**src/rtl/tap_lane_engine.sv**
```systemverilog
`default_nettype none
// +--------------------------------------------------------------------------+
// | tap_lane_engine: multi-lane falling-block tap game with BCD scoring.      |
// | Rev 1.0                                                                  |
// +--------------------------------------------------------------------------+
module tap_lane_engine #(
    parameter int          LANES        = 4,
    parameter int          DIGITS       = 4,
    parameter int          BLOCK_SIZE   = 15,
    parameter int          LANE_X0      = 15,
    parameter int          HIT_Y        = 104,
    parameter int          WINDOW       = 8,
    parameter int          MAX_MISSES   = 3,
    parameter logic [2:0]  BLOCK_COLOUR = 3'b111,
    parameter logic [7:0]  LFSR_SEED    = 8'hA5
) (
    input  logic                  clock,
    input  logic                  resetn,
    input  logic                  tick,
    input  logic [LANES-1:0]      tap,
    output logic                  draw_valid,
    input  logic                  draw_ready,
    output logic [7:0]            draw_x,
    output logic [6:0]            draw_y,
    output logic [2:0]            draw_colour,
    output logic [4*DIGITS-1:0]   score_bcd,
    output logic [7:0]            misses,
    output logic                  game_over
);

    localparam logic [6:0] c_HIT_Y   = 7'(HIT_Y);
    localparam logic [6:0] c_WIN_TOP = 7'(HIT_Y - WINDOW);
    localparam logic [7:0] c_MAX     = 8'(MAX_MISSES);
    localparam logic [3:0] c_LANES   = 4'(LANES);
    localparam logic [7:0] c_X0      = 8'(LANE_X0);
    localparam logic [7:0] c_PITCH   = 8'(BLOCK_SIZE);

    typedef enum logic [2:0] {
        S_SPAWN = 3'd0,
        S_DRAW  = 3'd1,
        S_WAIT  = 3'd2,
        S_ERASE = 3'd3,
        S_MOVE  = 3'd4,
        S_JUDGE = 3'd5,
        S_CLEAR = 3'd6,
        S_OVER  = 3'd7
    } state_t;

    state_t                r_state;
    state_t                w_state_next;
    logic [7:0]            r_lfsr;
    logic [2:0]            r_lane;
    logic [6:0]            r_y;
    logic                  r_hit;
    logic                  r_foul;
    logic [LANES-1:0]      r_tap_q;
    logic                  r_tick_pend;
    logic                  r_valid;
    logic [7:0]            r_x;
    logic [6:0]            r_dy;
    logic [2:0]            r_col;
    logic [4*DIGITS-1:0]   r_score;
    logic [7:0]            r_misses;

    logic                  w_xfer;
    logic                  w_step;
    logic [7:0]            w_lfsr_next;
    logic [2:0]            w_spawn_lane;
    logic [7:0]            w_spawn_x;
    logic [LANES-1:0]      w_edge;
    logic [LANES-1:0]      w_lane_mask;
    logic                  w_on;
    logic                  w_off;
    logic                  w_judging;
    logic                  w_in_window;
    logic                  w_hit_n;
    logic                  w_foul_n;
    logic                  w_all9;
    logic                  w_carry;
    logic [4*DIGITS-1:0]   w_score_inc;
    logic [4*DIGITS-1:0]   w_score_next;

    assign w_xfer       = r_valid & draw_ready;
    assign w_step       = r_tick_pend | tick;
    assign w_lfsr_next  = {r_lfsr[6:0], r_lfsr[7] ^ r_lfsr[5] ^ r_lfsr[4] ^ r_lfsr[3]};
    assign w_spawn_lane = ({1'b0, r_lfsr[2:0]} < c_LANES) ? r_lfsr[2:0]
                                                           : r_lfsr[2:0] - c_LANES[2:0];
    assign w_spawn_x    = c_X0 + ({5'd0, w_spawn_lane} * c_PITCH);

    // A tap edge in the JUDGE cycle itself still counts, hence the _n forms.
    assign w_edge      = tap & ~r_tap_q;
    assign w_lane_mask = {{(LANES-1){1'b0}}, 1'b1} << r_lane;
    assign w_on        = |(w_edge & w_lane_mask);
    assign w_off       = |(w_edge & ~w_lane_mask);
    assign w_judging   = (r_state == S_DRAW) || (r_state == S_WAIT) || (r_state == S_ERASE)
                      || (r_state == S_MOVE) || (r_state == S_JUDGE);
    assign w_in_window = (r_y >= c_WIN_TOP);
    assign w_hit_n     = r_hit  | (w_judging & w_on & w_in_window);
    assign w_foul_n    = r_foul | (w_judging & (w_off | (w_on & ~w_in_window)));

    always_comb begin
        w_all9      = 1'b1;
        w_carry     = 1'b1;
        w_score_inc = r_score;
        for (int d = 0; d < DIGITS; d++) begin
            if (r_score[4*d +: 4] != 4'd9) begin
                w_all9 = 1'b0;
            end
            if (w_carry) begin
                if (r_score[4*d +: 4] == 4'd9) begin
                    w_score_inc[4*d +: 4] = 4'd0;
                end else begin
                    w_score_inc[4*d +: 4] = r_score[4*d +: 4] + 4'd1;
                    w_carry               = 1'b0;
                end
            end
        end
        w_score_next = w_all9 ? r_score : w_score_inc;
    end

    always_ff @(posedge clock) begin
        if (!resetn) begin
            r_state <= S_SPAWN;
        end else begin
            r_state <= w_state_next;
        end
    end

    always_comb begin
        w_state_next = r_state;
        case (r_state)
            S_SPAWN: w_state_next = S_DRAW;
            S_DRAW:  if (w_xfer) w_state_next = S_WAIT;
            S_WAIT:  if (w_step) w_state_next = (r_y == c_HIT_Y) ? S_JUDGE : S_ERASE;
            S_ERASE: if (w_xfer) w_state_next = S_MOVE;
            S_MOVE:  w_state_next = S_DRAW;
            S_JUDGE: w_state_next = S_CLEAR;
            S_CLEAR: if (w_xfer) w_state_next = (r_misses == c_MAX) ? S_OVER : S_SPAWN;
            S_OVER:  w_state_next = S_OVER;
            default: w_state_next = S_SPAWN;
        endcase
    end

    always_ff @(posedge clock) begin
        if (!resetn) begin
            r_lfsr      <= LFSR_SEED;
            r_lane      <= 3'd0;
            r_y         <= 7'd0;
            r_hit       <= 1'b0;
            r_foul      <= 1'b0;
            r_tap_q     <= '0;
            r_tick_pend <= 1'b0;
            r_valid     <= 1'b0;
            r_x         <= 8'd0;
            r_dy        <= 7'd0;
            r_col       <= 3'b000;
            r_score     <= '0;
            r_misses    <= 8'd0;
        end else begin
            r_tap_q <= tap;
            r_hit   <= w_hit_n;
            r_foul  <= w_foul_n;
            if (tick && (r_state != S_WAIT) && (r_state != S_OVER)) begin
                r_tick_pend <= 1'b1;
            end
            case (r_state)
                S_SPAWN: begin
                    r_lane  <= w_spawn_lane;
                    r_lfsr  <= w_lfsr_next;
                    r_y     <= 7'd0;
                    r_hit   <= 1'b0;
                    r_foul  <= 1'b0;
                    r_valid <= 1'b1;
                    r_x     <= w_spawn_x;
                    r_dy    <= 7'd0;
                    r_col   <= BLOCK_COLOUR;
                end
                S_DRAW: begin
                    if (w_xfer) r_valid <= 1'b0;
                end
                S_WAIT: begin
                    if (w_step) begin
                        r_tick_pend <= 1'b0;
                        if (r_y != c_HIT_Y) begin
                            r_valid <= 1'b1;
                            r_dy    <= r_y;
                            r_col   <= 3'b000;
                        end
                    end
                end
                S_ERASE: begin
                    if (w_xfer) begin
                        r_valid <= 1'b0;
                        r_y     <= r_y + 7'd1;
                    end
                end
                S_MOVE: begin
                    r_valid <= 1'b1;
                    r_dy    <= r_y;
                    r_col   <= BLOCK_COLOUR;
                end
                S_JUDGE: begin
                    if (w_hit_n && !w_foul_n) begin
                        r_score <= w_score_next;
                    end else begin
                        r_misses <= r_misses + 8'd1;
                    end
                    r_valid <= 1'b1;
                    r_dy    <= c_HIT_Y;
                    r_col   <= 3'b000;
                end
                S_CLEAR: begin
                    if (w_xfer) r_valid <= 1'b0;
                end
                default: begin
                end
            endcase
        end
    end

    assign draw_valid  = r_valid;
    assign draw_x      = r_x;
    assign draw_y      = r_dy;
    assign draw_colour = r_col;
    assign score_bcd   = r_score;
    assign misses      = r_misses;
    assign game_over   = (r_state == S_OVER);

endmodule
`default_nettype wire

```
**config.mk**
```make
export PLATFORM = sky130hd
export DESIGN_NAME = tap_lane_engine
export DESIGN_NICKNAME = d
export VERILOG_FILES = /design/src/rtl/tap_lane_engine.sv
export SDC_FILE = /design/constraint.sdc
export NUM_CORES = 1
export LEC_CHECK = 0
export CAP_MARGIN = 20
export CORE_MARGIN = 3
export CORE_UTILIZATION = 40
export CTS_CLUSTER_DIAMETER = 120
export DETAILED_ROUTE_END_ITERATION = 8
export MAX_ROUTING_LAYER = met4
export PLACE_DENSITY_LB_ADDON = 0.1
export SLEW_MARGIN = 30
export SYNTH_ARGS = -nofsm -noshare
export SYNTH_HDL_FRONTEND = slang
export SYNTH_SLANG_ARGS = --single-unit
```
**constraint.sdc**
```tcl
create_clock -name clock -period 2.71 [get_ports clock]
set_clock_uncertainty 0.15 [all_clocks]
set_input_delay 0.271 -clock clock [delete_from_list [all_inputs] [get_ports clock]]
set_output_delay 0.271 -clock clock [all_outputs]
set_load 0.005 [all_outputs]
```
==> implementation parameters <==
Parameter                              Value

Run status
  Status ... completed

Clocking
  CTS Hold Buffers Added ... 0
  H-tree levels ... 3
  Post_cts resized ... 0
  Number of sinks driven by the clock tree ... 66
  TritonCTS clock tree ... built
  Buffer count from post-CTS setup fixing ... 0
  Root buf cell ... sky130_fd_sc_hd__clkbuf_8
  CTS Buffer Depth ... 2
  Clock-pin slew reported for the worst setup and hold paths after clock tree synthesis ... 0.07 ns
  Worst-Skew Late Latency ... 0.33 ns
  TritonCTS Buffers ... 9

Layout
  Final nets ... approximately 480
  Filler cell count ... about 800
  Fraction of layout cells with a size suffix above 1 ... 9.01%
  Layout area overhead ... 26.9%
  Antenna diodes ... 0
  Count of placed standard cells in the final layout, fillers left out ... between 500 and 600

Global routing
  Vias in the first global route ... about 2700
  Pin count of the biggest net entering global routing ... 26
  Sum of overflow across all layers after global routing ... 0
  Global-route usage over all layers ... 16.5%
  Initial antenna violation count ... 0
  Global-route wire length before repair ... approximately 13 mm

Timing
  Period Utilization, post-route ... between 90% and 100%
  Hold violation count in the final report ... 0
  Setup repair after global routing missed its margin ... no
  Final Max Slew Viols ... 0
  Worst hold slack ... 0.302 ns
  Setup violators final ... 0
  Worst slew margin relative to its limit ... between 60% and 70%
  Total Neg Setup Slack ... 0 ns
  Maximum clock frequency ... 0.381 GHz
  Least-Margin Pin Slew ... ~0.55 ns
  Period minus WS final ... 2.62 ns

Job
  Number of maximum-capacitance constraint violations ... 0

Worst setup path
  Length in cells of the worst reg-to-reg path ... 6
  Worst reg2reg path endpoint ... score_bcd[9]
  Worst r2r src ... r_tap_q[2]
  Required @ worst endpoint ... 2.82 ns
  Critical path start-end classification ... in2reg
  Cell with the largest stage delay on the worst path ... sky130_fd_sc_hd__mux4_2
  Arrival time worst endpoint ... around 2.7 ns
  Kind of end point of the critical path ... flop
  Start point of the critical path ... tap[2]
  Register-to-Register Setup Slack ... about 0.14 ns
  Startpoint types ... input pin
  Slowest Stage Delay on Critical Path ... between 0.4 and 0.5 ns
  Crit Path Max Fanout ... 5
  Cell breakdown of the critical path ... clkdlybuf4s50_1, nand2b_1, mux4_2, or3_4, a221o_1, or4_1, a21oi_1

Floorplan
  Die height ... 96.7 µm
  Starting utilization of the core area ... between 40% and 50%
  Die ar. ... roughly 9400 µm²
  Horiz. Die Dim ... around 97 µm
  Placement Rows ... 32
  I/O Pins ... between 50 and 60
  Placeable Area ... 7850 µm²

Worst hold path
  Hold Path Cell Cnt ... 2
  Startpoint of the tightest hold check path ... draw_y[0]
  Kind of path behind the tightest hold check ... reg2reg
  Hold Path End ... draw_y[0]

Power and ir drop
  Static power due to leakage ... about 1.5 nW
  Worst ir drop on vdd ... ~0.28 mV
  Power Dens Cells ... around 530 nW/µm²

Logic synthesis
  Async S/R FF share, synth ... 0%
  Post-synthesis register bit count ... between 60 and 70
  Mapped cell area ... 3290 µm²
  Count of cell types in the netlist ... 56
  Syn Inst Count ... ~400
  Average footprint of a synthesized cell ... between 8 and 9 µm²
  Total of warnings raised by yosys ... 0
  Part of the Yosys area used for sequential elements ... 40.1%
  Dominant synthesized flop cell ... sky130_fd_sc_hd__dfxtp_1
  Post-synth EDFFs ... 0
  Net count after synthesis ... 415

Drt
  Final wirelength ... about 7.5 mm
  Final antenna-violating net count ... 0
  Vias per Instance ... ~5.2
  DR pass1 iterations ... 4
  Post-route DRC violation count ... 0
  Count of routing violations after the opening detailed-route iteration ... 96
  Vias ... just under 3000
  Routed WL per cell ... ~13 µm

Placed design
  Count of buffers inserted at the top-level ports ... 50
  Placer Congestion ... between 0.8 and 0.9
  Placed wire-length estimate ... ~5.3 mm
  Number of placed cells counting well taps ... about 550
cell families after synthesis:
| group | Yosys count | synth area share [%] |
|---|---|---|
| adders and majority gates | 6 | 2.28 |
| xor gates and xnor gates | 12 | 3.19 |
| muxes | 11 | 3.72 |
| and+or+nand+nor | 186 | 29.6 |
| DFF | 66 | 40.1 |
| buffers and inverters | 34 | 4.48 |
| other | 1 | 0.114 |
| AOI/OAI and AO/OA | 85 | 16.5 |
cells in the mapped netlist (all sizes together) (3+ instances only):
master / n / share of area, %
and3: 5 / 0.95
nand4b: 5 / 1.3
nand3: 20 / 3.0
nor3: 11 / 1.7
and2: 4 / 0.76
buf: 7 / 1.4
o22ai: 4 / 0.76
mux2i: 10 / 3.0
nor2: 37 / 4.2
o21ai: 15 / 2.3
ha: 6 / 2.3
a211oi: 7 / 1.6
a31oi: 3 / 0.57
or3: 8 / 1.7
nand2: 46 / 5.2
inv: 11 / 1.3
xor2: 5 / 1.3
a221oi: 5 / 1.9
a21oi: 34 / 5.2
nor2b: 7 / 1.3
nor3b: 5 / 1.1
dfxtp: 66 / 40
clkbuf: 15 / 1.7
xnor2: 7 / 1.9
nand4: 6 / 1.1
nand2b: 17 / 3.2
worst max path at each step:
stage | to | slack [ns] | depth (start not counted)
floorplan | score_bcd[9] | 0.15 | 6
global placement | score_bcd[9] | -0.20 | 7
detailed placement | score_bcd[9] | -0.25 | 7
CTS | score_bcd[9] | 0.1 | 7
global route | score_bcd[9] | 0.01 | 7
finish | score_bcd[9] | 0.09 | 7
final cells by class:
| type | count | area, µm² | area share, % |
|---|---|---|---|
| repair buffers | 71 | 658 | 15.7 |
| clock inverters | 2 | 35.0 | 0.838 |
| flip-flops and latches | 66 | 1320 | 31.6 |
| multi-input cells | 301 | 1830 | 43.8 |
| clock buffers | 14 | 163 | 3.89 |
| inverters | 12 | 45.0 | 1.08 |
| well taps | 102 | 128 | 3.05 |
worst max-delay path: cells and delay by family:
| kind | cells | cell delay [ns] |
|---|---|---|
| buf+inv | 1 | 0.48 |
| simple gates | 3 | 0.96 |
| mux | 1 | 0.49 |
| compound gates | 2 | 0.52 |
per-layer routing:
metal / GRT usage (%) / up-vias / part of all wire, %
li1: - / 1540 / -
met1: 22.5 / 1354 / 50
met2: 24.8 / 52 / 45
met3: 3.10 / 9 / 3.3
met4: 5.40 / 0 / 1.0
met5: - / - / 0
where the power goes:
group          internal [mW]  switching, mW
Sequential              1.02         0.0419
Clock                  0.476          0.357
Combinational          0.158          0.174
cell usage in the layout (no fill, tap or decap), types with 3 or more instances in the layout:
| cell type | n |
|---|---|
| sky130_fd_sc_hd__clkdlybuf4s50_1 | 50 |
| sky130_fd_sc_hd__nand2_1 | 46 |
| sky130_fd_sc_hd__or3_1 | 7 |
| sky130_fd_sc_hd__nor3_1 | 10 |
| sky130_fd_sc_hd__nand2b_1 | 17 |
| sky130_fd_sc_hd__clkbuf_1 | 3 |
| sky130_fd_sc_hd__nor3b_1 | 5 |
| sky130_fd_sc_hd__o21ai_0 | 14 |
| sky130_fd_sc_hd__nand4_1 | 6 |
| sky130_fd_sc_hd__mux2i_1 | 10 |
| sky130_fd_sc_hd__buf_4 | 21 |
| sky130_fd_sc_hd__clkbuf_8 | 11 |
| sky130_fd_sc_hd__ha_1 | 6 |
| sky130_fd_sc_hd__a211oi_1 | 7 |
| sky130_fd_sc_hd__xor2_1 | 5 |
| sky130_fd_sc_hd__inv_1 | 11 |
| sky130_fd_sc_hd__and3_1 | 5 |
| sky130_fd_sc_hd__and2_1 | 4 |
| sky130_fd_sc_hd__nand4b_1 | 5 |
| sky130_fd_sc_hd__a31oi_1 | 3 |
| sky130_fd_sc_hd__nand3_1 | 20 |
| sky130_fd_sc_hd__nor2b_1 | 7 |
| sky130_fd_sc_hd__nor2_1 | 37 |
| sky130_fd_sc_hd__a21oi_1 | 34 |
| sky130_fd_sc_hd__o22ai_1 | 4 |
| sky130_fd_sc_hd__xnor2_1 | 7 |
| sky130_fd_sc_hd__a221oi_2 | 3 |
| sky130_fd_sc_hd__dfxtp_1 | 66 |
sequential cells by signal, indices dropped and copies added, names as in the netlist:
| signal | cells |
|---|---|
| draw_colour | 1 |
| draw_valid | 1 |
| draw_x | 7 |
| draw_y | 7 |
| misses | 8 |
| r_foul | 1 |
| r_hit | 1 |
| r_lane | 1 |
| r_lfsr | 8 |
| r_state | 3 |
| r_tap_q | 4 |
| r_tick_pend | 1 |
| r_y | 7 |
| score_bcd | 16 |
through the flow:
step	power, mW	worst slack, ns	instance area, µm²	util, %
2_1_floorplan	1.29	0.151	3290	-
3_3_place_gp	1.41	-0.198	3980	50.7
3_5_place_dp	1.42	-0.250	3980	50.7
4_1_cts	2.25	0.0984	4180	53.3
5_1_grt	2.36	0.0124	4180	53.3
6_report	2.23	0.0866	4180	53.3
Power figures use the tool's default switching activity.
==> patch, RTL diff (same settings) <==
Set the parameter `LANES` to 6 (it was 4).
--- a/src/rtl/tap_lane_engine.sv
+++ b/src/rtl/tap_lane_engine.sv
@@ -5,5 +5,5 @@
 // +--------------------------------------------------------------------------+
 module tap_lane_engine #(
-    parameter int          LANES        = 4,
+    parameter int          LANES        = 6,
     parameter int          DIGITS       = 4,
     parameter int          BLOCK_SIZE   = 15,
Interface: changed (resized tap); port bits go from 52 to 54. The function was not compared with the original's and may differ.
==> patch against the unedited design <==
Utilization is 0.78 points lower; wire length up 16%; clock power rose by 3.2%; worst setup slack gained 0.086 ns; area after synthesis up 12%; sequential power is 7% higher; sequential cell count grew 4; power increased by 10%; design area rose by 11%; maximum frequency grew 3.4%; critical path type is now register to register; largest cell class unchanged.
==> patch: results (changes against the unedited design) <==
| Metric | Value |
|---|---|
| Outcome | `complete, no violations` |
| Setup WS pre-CTS | `-0.160 ns (+0.0899 ns)` |
| Synth async-reset ratio | `0% (unchanged)` |
| Adder-cell share of the synthesized area | `3.39% (+1.1 points)` |
| CP arrival | `2.65 ns (-0.08 ns)` |
| Slowest-stage cell, CP | `or4b_4` |
| Top_reg_cell synth | `dfxtp_1` |
| Mux cell area share after synthesis | `3.53% (-0.19 points)` |
| Tot GR Track Use | `18.1% (+1.6 points)` |
| WHS | `0.305 ns (+0.00328 ns)` |
| Port bufs | `53 (+6.0%)` |
| Xor/xnor share of the synthesized area | `3.09% (-0.10 points)` |
| Hold Path Depth | `2 (unchanged)` |
| Synth Area in Compound Gates | `17.6% (+1.1 points)` |
| Pleak | `1.68 nW (+15%)` |
| Worst r2r src | `r_lfsr[1]` |
| Hpwl dp | `6.16 mm (+17%)` |
| Hold path startpoint | `r_lfsr[6]` |
| Worst vdd ir | `0.000295 V (+4.6%)` |
| Largest net degree at the start of global routing | `30 (+15%)` |
| Crit Path Class | `register to register` |
| Min-Delay Endpoint | `r_lfsr[6]` |
| RePlAce Congestion | `0.849 (+2.6%)` |
| Syn_area_per_cell | `8.19 um2 (-0.26%)` |
| Synthesized net count | `470 (+13%)` |
| Critical Path Sink | `score_bcd[2]` |
| Post-route insts no fill | `627 (+10%)` |
| Layout cells sized above 1 | `10.2% (+1.2 points)` |
| First-pass GRT wire length | `15.0 mm (+17%)` |
| Final worst slack | `0.173 ns (+0.0863 ns)` |
| Critical Path Fanout Max | `7 (+2)` |
| Worst stage delay on the critical path | `0.54 ns (+0.05 ns)` |
| Routed vias | `3422 (+16%)` |
| Dominant cells by area after synthesis | `dfxtp_1 (38%), nand2_1 (6.6%), a21oi_1 (5.3%)` |
| Cell Area, Placed | `4450 um2 (+12%)` |
| Commonest cells in the netlist | `dfxtp_1 (70), nand2_1 (65), a21oi_1 (39)` |
| Post-synthesis sequential area ratio | `38.0% (-2.1 points)` |
| Iter 0 DRT Violations | `91 (-5.2%)` |
| Deepest clock path buffer count | `2 (unchanged)` |
| Worst-margin pin slew | `0.569 ns (+0.0219 ns)` |
## patch: worst max-delay path: cells and delay by family, from the launching register on
kind / cells / cell delay [ns]
AO/OA/AOI/OAI: 4 / 0.87
flip-flops: 1 / 0.38
AND/OR/NAND/NOR: 2 / 1.08
## patch: final cells by class
| class | instances | area [um2] | share of cell area (%) |
|---|---|---|---|
| Timing Repair Buffer | 80 | 733 | 15.8 |
| Sequential cell | 70 | 1400 | 30.2 |
| Inverter | 13 | 48.8 | 1.05 |
| Tap cell | 108 | 135 | 2.91 |
| Clock buffer | 12 | 165 | 3.56 |
| Multi-Input combinational cell | 343 | 2130 | 45.9 |
| Clock inverter | 1 | 30.0 | 0.647 |
## patch: layer usage
layer	vias up	global-route usage (%)	part of all wire (%)
met5	-	-	0
met4	0	6.26	1.1
met3	12	3.07	3.2
met2	63	28.3	48
met1	1616	23.7	47
li1	1731	-	-
## patch: where the power goes
group,internal (mW),switching (mW)
clock,0.486,0.374
sequential,1.08,0.0460
combinational,0.231,0.237
